$ cat config.mk
export PLATFORM = sky130hd
export DESIGN_NAME = rns_mod_reduce_ctrl
export DESIGN_NICKNAME = d
export VERILOG_FILES = /design/src/rtl/rns_mod_reduce_ctrl.sv
export SDC_FILE = /design/constraint.sdc
export NUM_CORES = 1
export LEC_CHECK = 0
export CORE_ASPECT_RATIO = 0.75
export CORE_UTILIZATION = 65
export CTS_CLUSTER_DIAMETER = 30
export DETAILED_ROUTE_END_ITERATION = 8
export DONT_BUFFER_PORTS = 1
export PLACE_DENSITY = 0.81
export SKIP_LAST_GASP = 1
export SLEW_MARGIN = 20
export SYNTH_ARGS = -nofsm -noshare
export SYNTH_HDL_FRONTEND = slang
export SYNTH_SLANG_ARGS = --single-unit
$ cat constraint.sdc
create_clock -name clk -period 6 [get_ports clk]
set_clock_uncertainty 0.05 [all_clocks]
set_input_delay 0.3 -clock clk [delete_from_list [all_inputs] [get_ports clk]]
set_output_delay 0.3 -clock clk [all_outputs]
set_load 0.005 [all_outputs]
$ cat src/rtl/rns_mod_reduce_ctrl.sv
// Binary-to-residue reduction front end for an RNS channel.
// Restoring shift-subtract: one quotient bit per clock.
module rns_mod_reduce_ctrl #(
  parameter int DW = 8
) (
  input  logic          clk,
  input  logic          rst_n,
  input  logic          in_valid,
  output logic          in_ready,
  input  logic [DW-1:0] x,
  input  logic [3:0]    m,
  output logic          out_valid,
  input  logic          out_ready,
  output logic [3:0]    res,
  output logic [DW-1:0] quo,
  output logic          err
);

  localparam int MW = 4;
  localparam int CW = (DW > 1) ? $clog2(DW) : 1;

  typedef enum logic [1:0] {
    IDLE = 2'd0,
    RUN  = 2'd1,
    DONE = 2'd2
  } state_t;

  state_t          state_q, state_d;
  logic [DW-1:0]   xr_q, xr_d;
  logic [MW-1:0]   mr_q, mr_d;
  logic [MW-1:0]   r_q, r_d;
  logic [DW-1:0]   quo_q, quo_d;
  logic [CW-1:0]   cnt_q, cnt_d;
  logic            err_q, err_d;

  logic [MW:0]     t;
  logic [MW-1:0]   sub;
  logic            ge;

  // One partial remainder step: shift in next bit, trial subtract
  always_comb begin
    t   = {r_q, xr_q[cnt_q]};
    ge  = t[MW] | (t[MW-1:0] >= mr_q);
    sub = t[MW-1:0] - mr_q;
  end

  // State and datapath registers
  always_ff @(posedge clk or negedge rst_n) begin
    if (!rst_n) begin
      state_q <= IDLE;
      xr_q    <= '0;
      mr_q    <= '0;
      r_q     <= '0;
      quo_q   <= '0;
      cnt_q   <= '0;
      err_q   <= 1'b0;
    end else begin
      state_q <= state_d;
      xr_q    <= xr_d;
      mr_q    <= mr_d;
      r_q     <= r_d;
      quo_q   <= quo_d;
      cnt_q   <= cnt_d;
      err_q   <= err_d;
    end
  end

  // Next-state decode
  always_comb begin
    state_d = state_q;
    unique case (state_q)
      IDLE: begin
        if (in_valid)
          state_d = (m == '0) ? DONE : RUN;
      end
      RUN: begin
        if (cnt_q == '0)
          state_d = DONE;
      end
      DONE: begin
        if (out_ready)
          state_d = IDLE;
      end
      default: state_d = IDLE;
    endcase
  end

  // Datapath update: capture on accept, one bit per RUN cycle
  always_comb begin
    xr_d  = xr_q;
    mr_d  = mr_q;
    r_d   = r_q;
    quo_d = quo_q;
    cnt_d = cnt_q;
    err_d = err_q;
    unique case (state_q)
      IDLE: begin
        if (in_valid) begin
          xr_d  = x;
          mr_d  = m;
          r_d   = '0;
          quo_d = '0;
          cnt_d = CW'(DW - 1);
          err_d = (m == '0);
        end
      end
      RUN: begin
        r_d          = ge ? sub : t[MW-1:0];
        quo_d[cnt_q] = ge;
        if (cnt_q != '0)
          cnt_d = cnt_q - CW'(1);
      end
      DONE: begin
      end
      default: begin
      end
    endcase
  end

  // Handshake and result outputs come straight from registers
  always_comb begin
    in_ready  = (state_q == IDLE);
    out_valid = (state_q == DONE);
    res       = r_q;
    quo       = quo_q;
    err       = err_q;
  end

endmodule

==> results.yml <==
logic_synthesis:
  count_of_flip_flops_with_a_built_in_enable_after_synthesis: 0
  post_synth_instance_area_um2: 1555
  synth_area_per_cell_um2: 11.44
  yosys.cell_count.top_type: "sky130_fd_sc_hd__dfrtp_1"
  synth_sequential_area_ratio_pct: 48.27
  yosys-top-cells-count: "30 x sky130_fd_sc_hd__dfrtp_1, 16 x sky130_fd_sc_hd__nand2_1, 15 x sky130_fd_sc_hd__mux2_2, 7 x sky130_fd_sc_hd__inv_1"
  synthArstFlopShare_pct: 100.0
  netlist.top_cell.by_area: "sky130_fd_sc_hd__dfrtp_1"
  yosys_warnings: 0
  synth.ff_latch_count: 30
  synth_ff_type: "sky130_fd_sc_hd__dfrtp_1"
  synth.area.top_cells: "sky130_fd_sc_hd__dfrtp_1 48%, sky130_fd_sc_hd__mux2_2 11%, sky130_fd_sc_hd__ha_1 4.8%"
  synth_top_cell_area_share_pct: 48.27
  synth.net_count: 159
  synthDistinctLibCells: 36
  synthCells: 136
die:
  std_cell_rows: 14
  floorplan.die.width_um: 58.48
  floorplan.initialDensity_pct: 73.38
  die_boundary_height_um: 44.36
  design.portCount: 31
  dieArea_um2: 2594
  design.core.area_um2: 2120
detailed_routing:
  drt_first_iter_violations: 35
  routedWlPerCell_um: 16.76
  routed_wl_um: 2850
  ant_nets: 0
  drt_first_pass_iters: 4
  via_count: 1060
  drcViolationCount: 0
  ratio_of_routed_vias_to_standard_cells: 6.235
timing:
  finalMaxSlewViolations: 0
  min_period_over_period_pct: 47.70
  hold_violation_total_from_the_final_report: 0
  rsz_0062_raised_after_global_routing: "false"
  finalSetupTns_ps: 0
  slew_of_the_pin_with_the_lowest_slew_margin_ps: 833.8
  setup_ws_ps: 3138
  worst_hold_slack_ps: 59.08
  report.final.setup_viol: 0
  relSlewSlack_pct: 44.28
  maxClockFrequency_mhz: 349.4
  final_period_minus_worst_setup_slack_ps: 2862
clock_tree:
  cts_max_level: 2
  holdBufCountCts: 2
  cts_tree: "done"
  cts_root_buffer: "sky130_fd_sc_hd__clkbuf_4"
  cts.reportedPaths.clkPinSlew_ps: 90
  post-cts-setup-buffer-count: 0
  numClockSinks: 30
  cts_resized: 0
  cts_buffers: 5
  insertion_delay_ps: 330
  ctsLongestPathBuffers: 2
setup_path:
  timing.setup.critical_path_class: "reg2reg"
  critPathRequiredTime_ps: 6140
  worst_ep_arrival_time_ps: 3000
  critical_path.endpoint_type: "flip-flop"
  kind_of_start_point_of_the_critical_path: "flip-flop"
  crit_path_max_fanout: 10
  worst-r2r-cell-count: 7
power:
  power_leakage_nw: 0.7337
  powerDensity_nw_per_um2: 610.2
  ir_worst_vdd_mv: 0.2972
final_layout:
  finish.utilization_pct: 78.81
  synthToLayoutAreaGrowth_pct: 7.401
  layout-drive-gt1-share_pct: 18.84
  design.final.nets: 161
  diodes: 0
min_path:
  hold_depth: 1
  hp-class: "in2reg"
status:
  run_status: "complete, no violations"
grt:
  vias_in_the_first_global_route: 1071
  grt_overflow: 0
  groute.usage.overall_pct: 26.72
  grt_pass1_wl_um: 4802
  antenna_found_initial: 0
  grt_max_degree: 31
job:
  max_cap_viol_count: 0
placement:
  place.port_buffers: 0
  place_hpwl_um: 2038
  place_congestion: 0.8353
  placement.setup.worst_slack_ps: 3166
[worst max-delay path: stages, from the launching register on]
cell,delay [ps]
sky130_fd_sc_hd__dfrtp_1,510
sky130_fd_sc_hd__mux4_1,600
sky130_fd_sc_hd__mux2i_1,210
sky130_fd_sc_hd__ha_1,220
sky130_fd_sc_hd__fa_1,230
sky130_fd_sc_hd__a31oi_2,160
sky130_fd_sc_hd__nor2_1,550
sky130_fd_sc_hd__o21ai_0,180
[cell usage in the layout, fill, tap and decap left out, types with 2 or more instances in the layout]
master                     Yosys  final
sky130_fd_sc_hd__dfrtp_1      30     30
sky130_fd_sc_hd__nand2_1      16     16
sky130_fd_sc_hd__mux2_2       15     15
sky130_fd_sc_hd__inv_1         7      7
sky130_fd_sc_hd__o21ai_0       6      6
sky130_fd_sc_hd__ha_1          6      6
sky130_fd_sc_hd__o311ai_0      5      5
sky130_fd_sc_hd__clkbuf_4      0      5
sky130_fd_sc_hd__mux2i_1       3      3
sky130_fd_sc_hd__nor2_1        3      3
sky130_fd_sc_hd__nand3_1       3      3
sky130_fd_sc_hd__or4_1         3      3
sky130_fd_sc_hd__o41ai_1       3      3
sky130_fd_sc_hd__mux4_1        2      2
sky130_fd_sc_hd__nor2b_1       2      2
sky130_fd_sc_hd__nand2b_1      2      2
sky130_fd_sc_hd__o22ai_1       2      2
sky130_fd_sc_hd__a21oi_1       2      2
sky130_fd_sc_hd__xnor2_1       2      2
sky130_fd_sc_hd__o31ai_1       2      2
sky130_fd_sc_hd__o211ai_1      2      2
[sequential cells by signal, summed over array words and instances (netlist names)]
| name | count |
|---|---|
| res | 4 |
| mr_q | 4 |
| err | 1 |
| state_q | 2 |
| xr_q | 8 |
| cnt_q | 3 |
| quo | 8 |
[cell type report]
cell class | count | area (um^2)
sequential | 30 | 750.7
multi-input combinational | 91 | 738.2
fill | 138 | 449.2
clock buffer | 6 | 51.30
tap | 32 | 40.04
clock inverter | 1 | 30.03
timing repair buffer | 2 | 30.03
inverter | 8 | 30.03
[where the power goes]
part	internal (mW)	total (mW)	leakage, nW	switching (mW)
clock	0.0969	0.166	0.0443	0.0690
sequential	0.299	0.388	0.368	0.0896
combinational	0.216	0.465	0.321	0.249
[final timing paths]
check	end	slack, ps	startpoint
setup / recovery	quo[0]	3140	cnt_q[0]
hold / removal	mr_q[1]	60	m[1]
setup reg to reg	quo[0]	3140	cnt_q[0]
hold reg to reg	xr_q[5]	460	xr_q[5]
max in group asynchronous	xr_q[4]	5390	rst_n
min in group asynchronous	quo[3]	350	rst_n
[metal layers]
metal	wire length [um]	track usage (%)	vias to the layer above
met5	0	0	-
met3	206	9.357	5
met4	51	11.90	0
li1	-	-	503
met2	1270	41.15	42
met1	1322	34.78	510
[kinds of logic (layout without fill, tap and decap cells)]
logic type	Yosys count	after routing	share of synthesized area, %
buf+inv	15	17	4.264
flops	30	30	48.27
simple gates	34	34	10.78
compound gates	27	27	12.71
mux	20	20	16.17
xor+xnor	3	3	1.690
fa+ha+maj	7	7	6.114
[per-stage QoR]
stage,power (mW),std cells,instance area [um^2]
2_1_floorplan,0.7604,136,1555
3_5_place_dp,0.8487,161,1559
5_1_grt,1.105,170,1670
6_report,1.019,170,1670
4_1_cts,1.019,170,1670
3_3_place_gp,0.8213,161,1559
Note: power is estimated with default switching activity, not from simulation.
